$ cat src/rtl/bwt_sched.sv
// bwt_sched: shares one BWT core between two string requesters.
//
// A round-robin arbiter grants one requester. The scheduler then streams that
// requester's STRING_LEN characters into the core load port and pulses
// core_start. It collects STRING_LEN transformed characters and returns them
// to the same requester. A response watchdog aborts the transaction if the
// core stays silent for TIMEOUT consecutive cycles while a response is pending.
//
// Ports:
//   clk, rst                  clock (rising edge), asynchronous active-low reset
//   req[1:0]                  per-requester service request (level)
//   gnt[1:0]                  one-hot grant, zero when idle
//   in_valid[1:0]             per-requester character valid
//   in_char0, in_char1        requester characters
//   in_ready[1:0]             load ready, only on the granted bit
//   core_wr, core_char        core load strobe / character
//   core_start                one-cycle core start pulse
//   core_valid_in, core_char_in  core output character stream
//   out_char, out_valid[1:0]  returned character and per-requester valid
//   out_last                  final returned character marker
//   err                       one-cycle watchdog abort pulse
//   busy                      high whenever the scheduler is not idle
module bwt_sched #(
  parameter int STRING_LEN = 8,
  parameter int TIMEOUT    = 1024
) (
  input  logic       clk,
  input  logic       rst,
  input  logic [1:0] req,
  output logic [1:0] gnt,
  input  logic [1:0] in_valid,
  input  logic [7:0] in_char0,
  input  logic [7:0] in_char1,
  output logic [1:0] in_ready,
  output logic       core_wr,
  output logic [7:0] core_char,
  output logic       core_start,
  input  logic       core_valid_in,
  input  logic [7:0] core_char_in,
  output logic [7:0] out_char,
  output logic [1:0] out_valid,
  output logic       out_last,
  output logic       err,
  output logic       busy
);

  localparam int LW = $clog2(STRING_LEN + 1);
  localparam int WW = $clog2(TIMEOUT + 1);
  localparam logic [LW-1:0] LAST_IDX = LW'(STRING_LEN - 1);
  localparam logic [WW-1:0] WD_LAST  = WW'(TIMEOUT - 1);

  typedef enum logic [2:0] {
    IDLE  = 3'd0,
    LOAD  = 3'd1,
    FLUSH = 3'd2,
    START = 3'd3,
    WAIT  = 3'd4,
    DRAIN = 3'd5
  } state_t;

  state_t        state, state_nxt;
  logic [1:0]    gnt_nxt;
  logic          last_srv, last_srv_nxt;
  logic [LW-1:0] ld_cnt, ld_cnt_nxt;
  logic [LW-1:0] rd_cnt, rd_cnt_nxt;
  logic [WW-1:0] wd_cnt, wd_cnt_nxt;
  logic          core_wr_nxt;
  logic [7:0]    core_char_nxt;
  logic          core_start_nxt;
  logic [7:0]    out_char_nxt;
  logic [1:0]    out_valid_nxt;
  logic          out_last_nxt;
  logic          err_nxt;

  logic       g;
  logic [7:0] in_char_g;
  logic       accept;

  // Granted requester index and its data path; gnt is one-hot so bit 1 is the index.
  assign g         = gnt[1];
  assign in_char_g = g ? in_char1 : in_char0;
  assign accept    = (state == LOAD) && in_valid[g];
  assign in_ready  = (state == LOAD) ? gnt : 2'b00;
  assign busy      = (state != IDLE);

  // Next-state and next-output logic for the whole transaction sequence.
  always_comb begin
    state_nxt      = state;
    gnt_nxt        = gnt;
    last_srv_nxt   = last_srv;
    ld_cnt_nxt     = ld_cnt;
    rd_cnt_nxt     = rd_cnt;
    wd_cnt_nxt     = wd_cnt;
    core_wr_nxt    = 1'b0;
    core_char_nxt  = core_char;
    core_start_nxt = 1'b0;
    out_char_nxt   = out_char;
    out_valid_nxt  = 2'b00;
    out_last_nxt   = 1'b0;
    err_nxt        = 1'b0;

    case (state)
      IDLE: begin
        ld_cnt_nxt = '0;
        rd_cnt_nxt = '0;
        wd_cnt_nxt = '0;
        // On a tie the requester not served last wins.
        if (req == 2'b11) begin
          gnt_nxt = last_srv ? 2'b01 : 2'b10;
        end else if (req[0]) begin
          gnt_nxt = 2'b01;
        end else if (req[1]) begin
          gnt_nxt = 2'b10;
        end else begin
          gnt_nxt = 2'b00;
        end
        if (req != 2'b00) begin
          state_nxt = LOAD;
        end else begin
          state_nxt = IDLE;
        end
      end

      LOAD: begin
        if (accept) begin
          core_wr_nxt   = 1'b1;
          core_char_nxt = in_char_g;
          ld_cnt_nxt    = ld_cnt + LW'(1);
          if (ld_cnt == LAST_IDX) begin
            state_nxt = FLUSH;
          end else begin
            state_nxt = LOAD;
          end
        end else begin
          state_nxt = LOAD;
        end
      end

      // core_wr is still presenting the last character during this cycle.
      FLUSH: begin
        core_start_nxt = 1'b1;
        state_nxt      = START;
      end

      START: begin
        wd_cnt_nxt = '0;
        state_nxt  = WAIT;
      end

      WAIT, DRAIN: begin
        if (core_valid_in) begin
          out_char_nxt  = core_char_in;
          out_valid_nxt = gnt;
          rd_cnt_nxt    = rd_cnt + LW'(1);
          wd_cnt_nxt    = '0;
          if (rd_cnt == LAST_IDX) begin
            out_last_nxt = 1'b1;
            gnt_nxt      = 2'b00;
            last_srv_nxt = g;
            state_nxt    = IDLE;
          end else begin
            state_nxt = DRAIN;
          end
        end else if (wd_cnt == WD_LAST) begin
          // Abort on the edge where the silent-cycle count reaches TIMEOUT.
          err_nxt      = 1'b1;
          gnt_nxt      = 2'b00;
          last_srv_nxt = g;
          state_nxt    = IDLE;
        end else begin
          wd_cnt_nxt = wd_cnt + WW'(1);
        end
      end

      default: begin
        state_nxt = IDLE;
        gnt_nxt   = 2'b00;
      end
    endcase
  end

  // State, counters and registered outputs.
  always_ff @(posedge clk or negedge rst) begin
    if (!rst) begin
      state      <= IDLE;
      gnt        <= 2'b00;
      last_srv   <= 1'b1;
      ld_cnt     <= '0;
      rd_cnt     <= '0;
      wd_cnt     <= '0;
      core_wr    <= 1'b0;
      core_char  <= 8'h00;
      core_start <= 1'b0;
      out_char   <= 8'h00;
      out_valid  <= 2'b00;
      out_last   <= 1'b0;
      err        <= 1'b0;
    end else begin
      state      <= state_nxt;
      gnt        <= gnt_nxt;
      last_srv   <= last_srv_nxt;
      ld_cnt     <= ld_cnt_nxt;
      rd_cnt     <= rd_cnt_nxt;
      wd_cnt     <= wd_cnt_nxt;
      core_wr    <= core_wr_nxt;
      core_char  <= core_char_nxt;
      core_start <= core_start_nxt;
      out_char   <= out_char_nxt;
      out_valid  <= out_valid_nxt;
      out_last   <= out_last_nxt;
      err        <= err_nxt;
    end
  end

endmodule

$ cat config.mk
export PLATFORM = sky130hd
export DESIGN_NAME = bwt_sched
export DESIGN_NICKNAME = d
export VERILOG_FILES = /design/src/rtl/bwt_sched.sv
export SDC_FILE = /design/constraint.sdc
export NUM_CORES = 1
export LEC_CHECK = 0
export BUFFER_PORTS_ARGS = -buffer_cell sky130_fd_sc_hd__buf_2
export CAP_MARGIN = 20
export CORE_MARGIN = 2
export CORE_UTILIZATION = 40
export DETAILED_ROUTE_END_ITERATION = 16
export SETUP_SLACK_MARGIN = 0.5
export SYNTH_ARGS = -nofsm -noshare
export SYNTH_HDL_FRONTEND = slang
export SYNTH_SLANG_ARGS = --single-unit
$ cat constraint.sdc
create_clock -name clk -period 2.6 [get_ports clk]
set_input_delay 0.39 -clock clk [delete_from_list [all_inputs] [get_ports clk]]
set_output_delay 0.39 -clock clk [all_outputs]
set_load 0.02 [all_outputs]
* Yosys cells after proc, flatten, opt, wreduce, memory -nomap -nowiden
Cells that the tools add are included.
** Word-level totals
- Register bits after elaboration :: 47
- Latch bits :: 0
- Memory bits (writable) :: 0
- ROM bits :: 0
- Input bits :: 31
- Memories kept :: 0
** Operators by class
- Add/subtract/negate cells :: 3
- Multiply operators :: 0
- Divide/modulo/power cells :: 0
- Magnitude comparators :: 1
- Equal/unequal tests :: 15
- Shifts and indexed selects :: 0
- Multiplexer cells :: 40
- Bitwise logic cells :: 1
- Reduce and logical (&&, ||, !) cells :: 18
** Operators by type and width (number)
- $mux 11 :: 2
- $mux 2 :: 11
- $pmux 11 s2 :: 1
- $pmux 4 s2 :: 2
- $mux 1 :: 15
- $pmux 3 s5 :: 1
- $mux 3 :: 4
- $add 11x1->11 const B :: 1
- $eq 11x10->1 const B :: 1
- $reduce_and 2->1 :: 5
- $reduce_bool 2->1 :: 5
- $ne 3x3->1 const B :: 3
- $add 4x1->4 const B :: 2
- $eq 4x3->1 const B :: 2
- $mux 4 :: 2
- $mux 8 :: 1
- $eq 3x2->1 const B :: 2
- $eq 3x3->1 const B :: 2
- $pmux 2 s3 :: 1
- $reduce_and 3->1 :: 2
- $ne 2x2->1 const B :: 2
- $reduce_or 2->1 :: 2
- $eq 3x1->1 const B :: 1
- $logic_not 3->1 :: 1
- other kinds (7) :: 7

* Depth between registers and ports, before layout
Gate-level depths: netlist of the first run.
- Depth after elaboration :: 5
- Gate-level depth with buffers :: 6
- Depth with buffers taken out :: 5

* Worst setup path before layout of the first run
OpenSTA, ideal clock, no wires.
- Kind :: register -> register
- From :: reg state[1]
- To :: reg last_srv
- Setup time :: 82 ps
- Arrival time :: 1667 ps
- Required time :: 2518 ps
- Path slack :: 851 ps
- Stages on the path, launching flop included :: 6
- Buffers on the path :: 1
- Clock period less this slack :: 1749 ps
- Cell sequence :: dfrtp_1 -> or3b_1 -> buf_6 -> nor4_4 -> nor2_2 -> mux2_4
** On the way
- Longest elaborated chain between the ends :: 3
- Elaborated cells on any way between the ends :: 4
- Classes of those cells :: eq/ne (2); reduce/logical (2)
** RTL lines
- start: declaration :: RTL line 61 : state_t state, state_nxt;
- start signal: assignment :: RTL line 199 : state <= state_nxt;
- $eq 3x3->1 :: RTL line 102 : case (state)
- $reduce_or 2->1 (*) :: RTL line 102
- $reduce_and 3->1 (no line) (*)
- end signal: assignment :: RTL line 201 : last_srv <= last_srv_nxt;
- end: declaration :: RTL line 63 : logic last_srv, last_srv_nxt;
Every way passes the cells marked *; elsewhere a longest branch is shown, timed or not.
A chain may end at the register's enable or synchronous reset.

* Worst setup path after layout of the first run
Ends and elaborated chain as after synthesis.

==> out/metrics.cfg, run 1 <==
[outcome]
outcome=finished, final reports clean

[clocking]
clk_pin_slew_ps=80
cts_sinks=47
cts_buffers=5
clock_path_buffers=2
htree_levels=2
insertion_delay_ps=290
cts_tree=yes
cts_root_buf=clkbuf_8

[power]
power_mw=2.57
peakVddDrop_uv=442
p_leak_nw=1.34
powerDensity_nw_per_um2=955

[yosys]
synth-async-reset-ratio_pct=100
netlist_area_um2=2220
synthTopCellsByArea=dfrtp_1 (52%), nand2_1 (6.4%), mux2i_1 (4.5%), nor2_1 (3.7%), o21ai_0 (2.9%)
yosysSeqAreaShare_pct=53.0
syn_inst=227
synth_top_area_cell=dfrtp_1
yosys_most_used_dff=dfrtp_1
yosysWarnings=0
synth.avg_cell_area_um2=9.78
synth_edf_count=0
syn-num-nets=261
ys_seq_elements=47
synth_top_area_share_pct=51.9
ys_types=37

[grt]
antenna_found_initial=0
met3_usage_pct=4.71
grt_pass1_wl_um=7890
grtUsageMet2_pct=26.2
grt_use_met1_pct=21.7
grt-busiest-layer=met2
track_usage_pct=16.2
overflow=0
grt_max_degree=35
grt_pass1_vias=1690

[final_layout]
seqCellArea_um2=1180
fin_nets=323
layout.cells.non_filler=362
num_antenna_cells=0
drive_gt1_share_pct=26.6
synthToLayoutAreaGrowth_pct=21.3
nFillCells=510
multi_input_area_um2=991

[sta]
worst_pin_slew_ps=656
tns_ps=0
finalClockSkew_ps=4.66
relSlewSlack_pct=56.1
report.final.slew_viol_count=0
rsz0062_at_grt=no
timing.fmax_mhz=501
finalHoldViolations=0
fin_crit_ps=2000
setup_viol=0
fin_crit_sh_pct=76.8

[job]
maxCapViolCount=0

[place]
dp_hpwl_um=3440
place_congestion=0.884
port_buffers=57
dpl.cell_count=352

[drt]
ant_nets=0
vias=1841
first_pass_iters=4
wl_um=4730
drt-initial-drc-count=139
drc=0
via_per_inst=5.09
wire_per_inst_um=13.1

[die]
num_io_pins=58
die_area_um2=6160
die_y_um=78.5
start_util_pct=40.8
fp-row-count=27
die_x_um=78.5
coreArea_um2=5440

[worst_setup_path]
cp.required_ps=2830
worstPathMaxFanout=16
crit_slowest_cell=or3b_1
path_buf_inv=1
path_class=register to register
rr_endpoint=last_srv
end_kind=register
r2r_start=state[1]
path_cells=or3b_1 > nor4_4 > buf_4 > nor2_2 > mux2_4
cp-start-kind=register
r2r_cells=5
crit_arrival_ps=2220
path_delay_family=simple AND/OR/NAND/NOR gates
r2r_setup_slack_ps=600
slowest_delay_ps=590

[hold_path]
holdCritPathClass=primary input to register
hp-start=core_char_in[6]
min_path_cells=3
min_to=out_char[6]

## worst reg2reg max path: stages, from the launching register on
cell     delay [ps]
dfrtp_1         540
or3b_1          590
nor4_4          240
buf_4           200
nor2_2           60
mux2_4          290
## cell families after synthesis
| logic type | after synthesis | synth area share, % |
|---|---|---|
| AOI/OAI and AO/OA | 44 | 12.2 |
| buffers and inverters | 12 | 2.54 |
| and+or+nand+nor | 105 | 23.3 |
| muxes | 11 | 5.19 |
| adders and majority gates | 3 | 1.69 |
| xor gates and xnor gates | 5 | 1.97 |
| DFF | 47 | 53.0 |
## layout make-up
type                    instances  share of cell area (%)
flip-flops and latches         47                    43.8
clock buffers                   7                    2.83
repair buffers                 64                    12.6
well taps                      72                    3.35
clock inverters                 1                   0.186
inverters                       3                   0.418
multi-input cells             168                    36.8
## metrics by stage
stage	hold slack, ps	area [um2]	setup slack, ps	util (%)
2_1_floorplan	94.4	2220	851	-
3_3_place_gp	297	2590	538	47.6
3_5_place_dp	307	2590	479	47.6
4_1_cts	269	2680	542	49.3
5_1_grt	264	2690	518	49.5
6_report	282	2690	604	49.5
## worst max-delay path by stage
stage	start	endpoint	slack, ps	depth (start not counted)
finish	state[1]	last_srv	600	5
CTS	state[0]	in_ready[0]	540	4
global placement	state[1]	last_srv	540	4
floorplan	state[1]	last_srv	850	5
global route	state[2]	in_ready[0]	520	4
detailed placement	state[1]	last_srv	480	4
## layer usage
metal  routed length [um]  up-vias  part of all wire [%]
met3                  264        2                   5.6
met2                 2280       47                    48
met4                   13        0                  0.27
met5                    0        -                     0
met1                 2180      875                    46
li1                     -      917                     -
## synthesized netlist by cell type, types with 2 or more instances
| master | n |
|---|---|
| nor2b_1 | 2 |
| buf_2 | 3 |
| nand3_1 | 9 |
| and2_1 | 6 |
| dfrtp_1 | 46 |
| nor3_1 | 8 |
| or3b_1 | 2 |
| ha_1 | 3 |
| nand3b_1 | 5 |
| o21ai_0 | 13 |
| nand2b_1 | 3 |
| xor2_1 | 3 |
| a21oi_1 | 12 |
| a21o_1 | 3 |
| a221o_1 | 2 |
| nand4_1 | 2 |
| nand2_1 | 38 |
| nor3b_1 | 3 |
| xnor2_1 | 2 |
| o31ai_1 | 7 |
| clkbuf_1 | 4 |
| nor2_1 | 22 |
| a31oi_1 | 3 |
| mux2i_1 | 10 |
| nor2_2 | 2 |
| inv_1 | 3 |
## report_power, final
| group | internal [mW] | total (mW) | switching (mW) |
|---|---|---|---|
| Combinational | 0.408 | 1.08 | 0.674 |
| Sequential | 0.924 | 1.07 | 0.146 |
| Clock | 0.189 | 0.419 | 0.230 |
## flip-flops by register name (all words and copies together), names as in the netlist, 2 cells and up
| register | count |
|---|---|
| rd_cnt | 4 |
| state | 3 |
| out_char | 8 |
| ld_cnt | 4 |
| gnt | 2 |
| core_char | 8 |
| wd_cnt | 11 |
| out_valid | 2 |
## what timing repair did
action | CTS | global route
hold buffers | 1 | 0
endpoints found under the hold margin | 12 | 0
setup buffers | 0 | 1
pin swaps | 1 | 1
gates resized for setup | 1 | 2
setup endpoints to repair | 3 | 7
## cells in the final DEF, fill, tap and decap left out, types with 5 or more instances in the layout
| cell | n |
|---|---|
| a21oi_1 | 12 |
| and2_1 | 6 |
| buf_2 | 57 |
| buf_4 | 6 |
| clkbuf_8 | 5 |
| dfrtp_1 | 45 |
| mux2i_1 | 10 |
| nand2_1 | 38 |
| nand3_1 | 9 |
| nand3b_1 | 5 |
| nor2_1 | 22 |
| nor3_1 | 8 |
| o21ai_0 | 13 |
| o31ai_1 | 7 |
(Power assumes the default switching activity.)
==> inputs of run 2 (changes only) <==
--- a/config.mk
+++ b/config.mk
@@ -10,6 +10,7 @@
 export CORE_MARGIN = 2
 export CORE_UTILIZATION = 40
 export DETAILED_ROUTE_END_ITERATION = 16
+export PLACE_DENSITY = 0.66
 export SETUP_SLACK_MARGIN = 0.5
 export SYNTH_ARGS = -nofsm -noshare
 export SYNTH_HDL_FRONTEND = slang
==> constraint.sdc (replaced) <==
create_clock -name clk -period 1.8 [get_ports clk]
set_input_delay 0.27 -clock clk [delete_from_list [all_inputs] [get_ports clk]]
set_output_delay 0.27 -clock clk [all_outputs]
set_load 0.02 [all_outputs]
==> run 2 against run 1 <==
Sequential share of layout area is 8.8 points lower; combinational power grew to 2.5 times the previous value; via count is 12% higher; core utilization is 13 points higher; critical path depth is 1 higher; highest routed layer unchanged; sequential power is 44% higher; maximum frequency is 19% higher; routed wire length is 25% higher; largest power group unchanged.
==> out/metrics.cfg, run 2 (same netlist as run 1, synthesis figures left out) <==
[sta]
worst_pin_slew_ps=367  ; -289 ps
relSlewSlack_pct=75.0  ; +19 points
report.final.slew_viol_count=0  ; unchanged
timing.fmax_mhz=598  ; +19%
fin_crit_sh_pct=93.0  ; +16 points
tns_ps=0  ; unchanged
finalHoldViolations=0  ; unchanged
holdWs_ps=146  ; -136 ps
setup_viol=0  ; unchanged
fin_crit_ps=1670  ; -322 ps
finalClockSkew_ps=15.0  ; +10.3 ps
rsz0062_at_grt=yes

[die]
die_y_um=78.5  ; unchanged
start_util_pct=40.8  ; unchanged
coreArea_um2=5440  ; unchanged
fp-row-count=27  ; unchanged
num_io_pins=58  ; unchanged
die_x_um=78.5  ; unchanged
die_area_um2=6160  ; unchanged

[clocking]
cts_buffers=5  ; unchanged
cts_root_buf=clkbuf_8
cts_tree=yes
insertion_delay_ps=310  ; +20 ps
cts_sinks=47  ; unchanged
clk_pin_slew_ps=100  ; +20 ps
htree_levels=2  ; unchanged
clock_path_buffers=2  ; unchanged

[place]
dp_hpwl_um=3620  ; +5.2%
place_congestion=0.826  ; -6.5%
port_buffers=57  ; unchanged

[outcome]
outcome=finished, final reports clean

[drt]
drc=0  ; unchanged
wire_per_inst_um=14.8  ; +13%
drt-initial-drc-count=186  ; +34%
ant_nets=0  ; unchanged
vias=2056  ; +12%
wl_um=5930  ; +25%
via_per_inst=5.11  ; +0.57%
first_pass_iters=4  ; unchanged

[worst_setup_path]
path_cells=or3b_4 > buf_6 > nor2_4 > buf_12 > buf_16 > a21oi_2
r2r_setup_slack_ps=130  ; -480 ps
r2r_start=state[2]
worstPathMaxFanout=5  ; -11
crit_arrival_ps=1870  ; -350 ps
path_delay_family=simple AND/OR/NAND/NOR gates
slowest_delay_ps=450  ; -140 ps
end_kind=register
crit_slowest_cell=dfrtp_2
r2r_cells=6  ; +1
path_buf_inv=3  ; +2
cp-start-kind=register
rr_endpoint=core_char[4]
path_class=register to register
cp.required_ps=2000  ; -830 ps

[hold_path]
hp-start=core_char_in[4]
holdCritPathClass=primary input to register
min_to=out_char[4]
min_path_cells=3  ; unchanged

[grt]
grt_max_degree=36  ; +2.9%
overflow=0  ; unchanged
grt_pass1_vias=1967  ; +16%
antenna_found_initial=0  ; unchanged
track_usage_pct=19.0  ; +2.9 points
grt_pass1_wl_um=9250  ; +17%

[final_layout]
largest_register_ffs=11  ; unchanged
num_antenna_cells=0  ; unchanged
reg_top3=wd_cnt x11, core_char x8, out_char x8
synthToLayoutAreaGrowth_pct=52.1
nFillCells=435  ; -15%
final_cell_mix=buf_2 (53), dfrtp_1 (43), nand2_1 (37), buf_4 (35), nor2_1 (20)
drive_gt1_share_pct=47.0  ; +20 points
top_register=wd_cnt
final_common_cell=buf_2
fin_nets=363  ; +12%

[job]
maxCapViolCount=0  ; unchanged

[power]
p_leak_nw=1.63  ; +21%
powerDensity_nw_per_um2=1460  ; +53%
peakVddDrop_uv=1080  ; +140%

-- run 2: cell types whose count changed in the layout (fill, tap and decap cells not counted), sizes merged --
cell / delta
buf: +38
clkinv: +1
inv: +1
-- run 2: metal layers --
| metal | wire (um) | vias up | track usage, % |
|---|---|---|---|
| li1 | - | 995 | - |
| met1 | 2740 | 985 | 26.7 |
| met2 | 2790 | 68 | 29.1 |
| met3 | 295 | 8 | 3.79 |
| met4 | 109 | 0 | 7.54 |
| met5 | 0 | - | 0 |
-- run 2: cell type report --
cell class / instances / area, um2 / share of cell area (%)
well taps: 72 / 90.1 / 2.67
repair buffers: 104 / 786 / 23.3
inverters: 3 / 11.3 / 0.333
multi-input cells: 168 / 1220 / 36.1
clock buffers: 5 / 68.8 / 2.04
flip-flops and latches: 47 / 1180 / 35.0
clock inverters: 3 / 22.5 / 0.667
-- run 2: power breakdown --
part | switching [mW] | internal (mW)
sequential | 0.200 | 1.34
combinational | 1.39 | 1.34
clock | 0.379 | 0.279
total | 1.97 | 2.96
-- run 2: worst max path at each step --
stage                        end  depth (start not counted)  slack (ps)  startpoint
global route            last_srv                          5          70    state[2]
floorplan               last_srv                          5         160    state[1]
finish              core_char[4]                          6         130    state[2]
CTS                     state[0]                          4         190    state[2]
detailed placement     wd_cnt[9]                          5          90   wd_cnt[0]
global placement        last_srv                          4         160    state[2]
-- run 2: what timing repair did --
item | 4_1_cts | 5_1_grt
setup endpoints to repair | 36 | 47
setup buffers | 17 | 6
gates resized for setup | 37 | 22
gates cloned | 1 | 2
hold buffers | 1 | 0
pin swaps | 15 | 9
hold endpoints to repair | 11 | 0
-- run 2: tightest hold or removal path, cell delays in order --
cell and delay (ps):
buf_2 70, nand2_1 40, nand2_1 40
-- run 2: per-stage QoR --
| stage | setup slack (ps) | power [mW] | instance area (um2) | utilization, % | cells |
|---|---|---|---|---|---|
| 2_1_floorplan | 163 | 2.79 | 2300 | - | 227 |
| 3_3_place_gp | 158 | 3.41 | 2780 | 51.2 | 367 |
| 3_5_place_dp | 93.9 | 3.44 | 2780 | 51.2 | 367 |
| 4_1_cts | 185 | 4.54 | 3180 | 58.5 | 394 |
| 5_1_grt | 73.7 | 5.23 | 3380 | 62.1 | 402 |
| 6_report | 126 | 4.93 | 3380 | 62.1 | 402 |
